--- src/rtl/nmx_wb_arbiter.sv ---
// nmx_wb_arbiter: round-robin arbiter that lets two Wishbone masters share the
// single slave port of the Neuromorphic_X1_wb CIM macro.
// M0 = management host, M1 = spike/inference sequencer.
// Optional stall watchdog: define NMX_ARB_WATCHDOG_EN to build it in.
module nmx_wb_arbiter #(
  parameter int unsigned TIMEOUT_CYCLES = 255,
  parameter logic [31:0] ERR_DATA       = 32'hDEAD_BEEF
) (
  input  logic        wb_clk_i,
  input  logic        wb_rst_i,
  // master 0
  input  logic        m0_cyc_i,
  input  logic        m0_stb_i,
  input  logic        m0_we_i,
  input  logic [3:0]  m0_sel_i,
  input  logic [31:0] m0_adr_i,
  input  logic [31:0] m0_dat_i,
  output logic [31:0] m0_dat_o,
  output logic        m0_ack_o,
  // master 1
  input  logic        m1_cyc_i,
  input  logic        m1_stb_i,
  input  logic        m1_we_i,
  input  logic [3:0]  m1_sel_i,
  input  logic [31:0] m1_adr_i,
  input  logic [31:0] m1_dat_i,
  output logic [31:0] m1_dat_o,
  output logic        m1_ack_o,
  // slave (macro)
  output logic        s_cyc_o,
  output logic        s_stb_o,
  output logic        s_we_o,
  output logic [3:0]  s_sel_o,
  output logic [31:0] s_adr_o,
  output logic [31:0] s_dat_o,
  input  logic [31:0] s_dat_i,
  input  logic        s_ack_i,
  // status
  output logic [1:0]  grant_o,
  output logic        err_o
);

  // State encoding doubles as the one-hot grant vector.
  typedef enum logic [1:0] {
    IDLE = 2'b00,
    OWN0 = 2'b01,
    OWN1 = 2'b10
  } state_t;

  typedef struct packed {
    logic        cyc;
    logic        stb;
    logic        we;
    logic [3:0]  sel;
    logic [31:0] adr;
    logic [31:0] dat;
  } wb_req_t;

  state_t  state_q, state_d;
  logic    last_q, last_d;   // 1: M1 owned last, so M0 wins the next tie
  wb_req_t req0, req1, own;
  logic    own_act;          // owner has an active strobe inside its cycle
  logic    wd_fire;          // watchdog terminates the current beat
  logic    m_ack;
  logic [31:0] m_dat;

  assign req0 = {m0_cyc_i, m0_stb_i, m0_we_i, m0_sel_i, m0_adr_i, m0_dat_i};
  assign req1 = {m1_cyc_i, m1_stb_i, m1_we_i, m1_sel_i, m1_adr_i, m1_dat_i};

  // State and last-owner registers; reset leaves M1 as last owner.
  always_ff @(posedge wb_clk_i or posedge wb_rst_i) begin
    if (wb_rst_i) begin
      state_q <= IDLE;
      last_q  <= 1'b1;
    end else begin
      state_q <= state_d;
      last_q  <= last_d;
    end
  end

  // Arbitration: grant only from IDLE, hold until the owner drops cyc.
  always_comb begin
    state_d = state_q;
    last_d  = last_q;
    case (state_q)
      IDLE: begin
        if (m0_cyc_i && m1_cyc_i) state_d = last_q ? OWN0 : OWN1;
        else if (m0_cyc_i)        state_d = OWN0;
        else if (m1_cyc_i)        state_d = OWN1;
      end
      OWN0: if (!m0_cyc_i) begin
        state_d = IDLE;
        last_d  = 1'b0;
      end
      OWN1: if (!m1_cyc_i) begin
        state_d = IDLE;
        last_d  = 1'b1;
      end
      default: state_d = IDLE;
    endcase
  end

  // Route the owner's request to the slave and the slave reply to the owner.
  always_comb begin
    own = '0;
    case (state_q)
      OWN0:    own = req0;
      OWN1:    own = req1;
      default: own = '0;
    endcase
    own_act = own.cyc & own.stb;
    s_cyc_o = own.cyc;
    s_stb_o = own_act & ~wd_fire;
    s_we_o  = own.we;
    s_sel_o = own.sel;
    s_adr_o = own.adr;
    s_dat_o = own.dat;
    // An ack is only forwarded against a live strobe; stray acks are dropped.
    m_ack    = (s_stb_o & s_ack_i) | wd_fire;
    m_dat    = wd_fire ? ERR_DATA : s_dat_i;
    m0_ack_o = (state_q == OWN0) & m_ack;
    m1_ack_o = (state_q == OWN1) & m_ack;
    m0_dat_o = (state_q == OWN0) ? m_dat : 32'h0;
    m1_dat_o = (state_q == OWN1) ? m_dat : 32'h0;
    grant_o  = state_q;
  end

`ifdef NMX_ARB_WATCHDOG_EN
  logic [15:0] wd_cnt;
  logic        err_q;

  assign wd_fire = own_act && (wd_cnt == 16'(TIMEOUT_CYCLES));
  assign err_o   = err_q;

  // Stall counter: counts unacked strobe cycles of the current owner.
  always_ff @(posedge wb_clk_i or posedge wb_rst_i) begin
    if (wb_rst_i)
      wd_cnt <= 16'h0;
    else if (state_d != state_q || state_q == IDLE || s_ack_i || wd_fire)
      wd_cnt <= 16'h0;
    else if (own_act)
      wd_cnt <= wd_cnt + 16'h1;
  end

  // Sticky error flag, cleared only by reset.
  always_ff @(posedge wb_clk_i or posedge wb_rst_i) begin
    if (wb_rst_i)     err_q <= 1'b0;
    else if (wd_fire) err_q <= 1'b1;
  end
`else
  // No watchdog: a stalled slave keeps the bus until the owner gives up.
  assign wd_fire = 1'b0;
  assign err_o   = 1'b0;
`endif

endmodule

--- config.mk ---
export PLATFORM = sky130hd
export DESIGN_NAME = nmx_wb_arbiter
export DESIGN_NICKNAME = d
export VERILOG_FILES = /design/src/rtl/nmx_wb_arbiter.sv
export SDC_FILE = /design/constraint.sdc
export NUM_CORES = 1
export LEC_CHECK = 0
export ABC_AREA = 1
export CORE_AREA = 2 2 125 127
export CTS_CLUSTER_DIAMETER = 100
export CTS_CLUSTER_SIZE = 28
export DETAILED_ROUTE_END_ITERATION = 16
export DIE_AREA = 0 0 127 129
export HOLD_SLACK_MARGIN = 0.06
export RECOVER_POWER = 100
export SKIP_LAST_GASP = 1
export SLEW_MARGIN = 20
export SYNTH_ARGS = -nofsm -noshare
export SYNTH_HDL_FRONTEND = slang
export SYNTH_SLANG_ARGS = --single-unit
--- constraint.sdc ---
create_clock -name wb_clk_i -period 1.6 [get_ports wb_clk_i]
set_clock_uncertainty 0.1 [all_clocks]
set_input_delay 0.24 -clock wb_clk_i [delete_from_list [all_inputs] [get_ports wb_clk_i]]
set_output_delay 0.24 -clock wb_clk_i [all_outputs]
set_load 0.005 [all_outputs]
==> results.md <==
Clocking:
- TritonCTS built the clock tree.
- The longest clock path from root to sink contains 2 buffers.
- The clock reaches the later pin of the worst-skew pair after 220 ps.
- The number of H-tree branching levels is 1.
- The register clock-pin slew on the reported worst setup and hold paths is 30 ps.
- The root buffer cell chosen for the clock tree is clkbuf_16.
- The TritonCTS sink count is 3.
- The number of CTS-inserted buffers is 3.
- Hold repair after CTS inserted 0 buffers.

Route:
- The amount of wire on met3 after detailed routing is 1027 um.
- The first routing iteration left 100 violations.
- Detailed routing inserted a total of 4108 vias.
- The detailed-routing wirelength on met1 is 5812 um.
- The length of the first detailed-routing pass in iterations is 4.
- The final routed wire length divided by cell count is 15.47 um.
- The highest metal layer with signal wires is met4.
- Using the TritonRoute via totals, the vias-per-cell ratio works out to 4.100.
- For this run, design rule violations remaining after detail routing come to 0.
- The routed design has 15500 um of wire.
- After detailed routing, the met2 layer carries 8408 um of wire.
- The count of nets left with antenna violations once routing finished came out at 0.

Cells and area:
- The fraction of layout instances using a drive strength above 1 is 0.5872.
- In the layout the commonest cells are clkdlybuf4s50_1, buf_2, nand2_1, buf_6, nand2_4.
- The filler cell count is 1479.
- From synthesis to final layout, the design area changed by 270.7%.
- The repair_antennas step left the layout with diodes totalling 0.
- The final layout contains 996 nets.
- The commonest non-fill, non-tap cell in the layout is clkdlybuf4s50_1.

Placed design:
- Buffers placed on the I/O ports in this run total 315.
- The placer congestion estimate is 0.7778.
- The placed wire-length estimate after detailed placement is 9541 um.

Yosys:
- The post-synthesis cell type count is 19.
- The number of standard cells after synthesis is 412.
- The cell taking the most area after synthesis is nand2_1.
- Ranked by total cell area, the synthesized netlist is headed by nand2_1, inv_1, a21oi_1, a21oi_2, buf_2.
- The cell area that synthesis handed to floorplanning was 1937 sq um.
- The predominant post-synthesis flop cell is dfrtp_1.
- For this run, the register share of the synthesized area comes to 0.03941.
- The register bit count reported by yosys is 3.
- The share of the synthesized area in the top cell type is 0.3992.
- Synthesis produced a netlist with a net count of 593.
- The number of enable flip-flop cells after synthesis is 0.
- The number of warning messages in the yosys log is 0.
- The mean post-synth cell area is 4.701 sq um.
- The share of synthesized registers carrying an async set or reset is 1.000.

GRT:
- The first global-routing pass estimated 21420 um of wire.
- The total congestion overflow is 0.
- The via count of the first global-routing pass is 3946.
- The global-route total usage across every layer is 0.1667.
- Entering global routing, the biggest net connects 21 pins.
- The initial antenna violation count came to 0.

Power and ir drop:
- The power per unit of standard cell area is 1445 nW/um^2.
- The design draws 10.38 mW.
- The worst supply voltage drop on vdd is 726.1 uV.
- The analysis attributes to cell leakage a power of 3.849 nW.

Status:
- The flow ran to the end, but the final reports show violations.
- The final reports fail on setup timing.

Flow run:
- Across the run, the number of max-cap violations was 0.

Setup path:
- The data required time of the worst path is 1260 ps.
- The launch instance of the worst register-to-register path is grant_o[0].
- The worst reg2reg path depth is 12.
- The type of element capturing the critical path is an output port.
- Along the worst path, the maximum fanout reaches 7.
- The launching element of the worst setup path is grant_o[0].
- By startpoint and endpoint, the worst setup path is classified as reg2out.
- STA classifies the critical path startpoint as a flop.
- The worst path arrival time is 1740 ps.

Die:
- The number of top-level pins is 317.
- The total die area is 16380 sq um.
- The floorplan step set the die width to 127 um.
- The total number of placement rows is 45.
- Measured along the y axis, the die boundary spans 129 um.
- The initial utilization of the core area, before any placement, comes to 0.1293.
- The floorplan step defined a core boundary enclosing 14980 sq um.

STA:
- The minimum period implied by the final worst setup slack is 2079 ps.
- The number of pins with negative max-slew slack in the final report is 0.
- Dividing the final minimum period by the clock period gives 1.299.
- The final worst setup slack is -478.9 ps.
- The number of hold-slack violations in the final timing report is 0.
- Timing would allow up to 481.0 MHz.
- Setup repair after global routing could not meet its margin everywhere.
- The number of failing setup endpoints in the final timing report is 139.
- The tightest hold path in the finished design has a slack of 230.7 ps.

Hold path:
- The class of the worst hold path is in2async.
## layer usage
metal | GRT usage | up-vias
met4 | 0.02133 | 0
met1 | 0.1895 | 1868
met3 | 0.02744 | 16
met2 | 0.3327 | 188
met5 | 0 | -
li1 | - | 2036
## Yosys cell counts, types with 3 or more instances
cell	n
nor2_1	3
nand2_2	12
ha_1	4
a21oi_2	20
nand2_1	206
buf_4	5
inv_1	74
buf_2	19
buf_6	3
a21oi_1	52
clkbuf_1	3
## report_power, final
group | switching, mW | internal, mW | leakage [nW] | total [mW]
combinational | 4.37 | 5.47 | 3.77 | 9.84
clock | 0.0632 | 0.328 | 0.0382 | 0.392
sequential | 0.0277 | 0.117 | 0.0362 | 0.145
total | 4.46 | 5.92 | 3.85 | 10.4
## final cells by class
type | count | area [sq um] | share of cell area
inverter | 75 | 296.5 | 0.04130
sequential | 3 | 76.32 | 0.01063
clock buffer | 4 | 78.83 | 0.01098
tap | 188 | 235.2 | 0.03276
timing repair buffer | 430 | 4350 | 0.6059
multi-input combinational | 302 | 2143 | 0.2985
## final timing paths
| path | endpoint | slack (ps) |
|---|---|---|
| hold reg to reg | last_q | 380 |
| setup reg to reg | grant_o[0] | -110 |
| hold / removal | grant_o[1] | 230 |
| max in group asynchronous | last_q | 960 |
| min in group wb_clk_i | last_q | 380 |
| setup / recovery | s_adr_o[20] | -480 |
## critical path, cell delays in order, from the launching register on
cell	delay (ps)
dfrtp_1	400
buf_6	130
ha_4	160
buf_12	120
buf_8	120
buf_12	130
buf_6	110
buf_6	110
nand2_4	50
a21oi_2	40
buf_2	120
## stage by stage
step,setup TNS [ps],util,cell area (sq um),cells,worst slack [ps]
after floorplan,0,-,1943,412,3.035
after global placement,-56540,0.3678,5508,918,-580.4
after detailed placement,-59540,0.3678,5508,918,-604.4
after CTS,-51510,0.4391,6576,991,-481.0
after global routing,-54020,0.4794,7181,1002,-526.6
final,-46060,0.4794,7181,1002,-478.9
## kinds of logic (layout without fill, tap and decap cells)
kind of cell / after synthesis / after routing / synth area share
simple gates: 224 / 224 / 0.4528
buf+inv: 107 / 509 / 0.2526
compound gates: 73 / 73 / 0.2274
fa+ha+maj: 4 / 4 / 0.02584
flops: 3 / 3 / 0.03941
other cells: 1 / 1 / 0.001936
## registers in the layout (all words and copies together), names as in the netlist
| name | cells |
|---|---|
| last_q | 1 |
| grant_o | 2 |
## timing repair
action	in CTS	in global routing
resized for setup	721	202
endpoints found under the setup margin	138	142
cloned	19	3
pin swaps	69	26
setup buffers	53	18
Power figures use the tool's default switching activity.
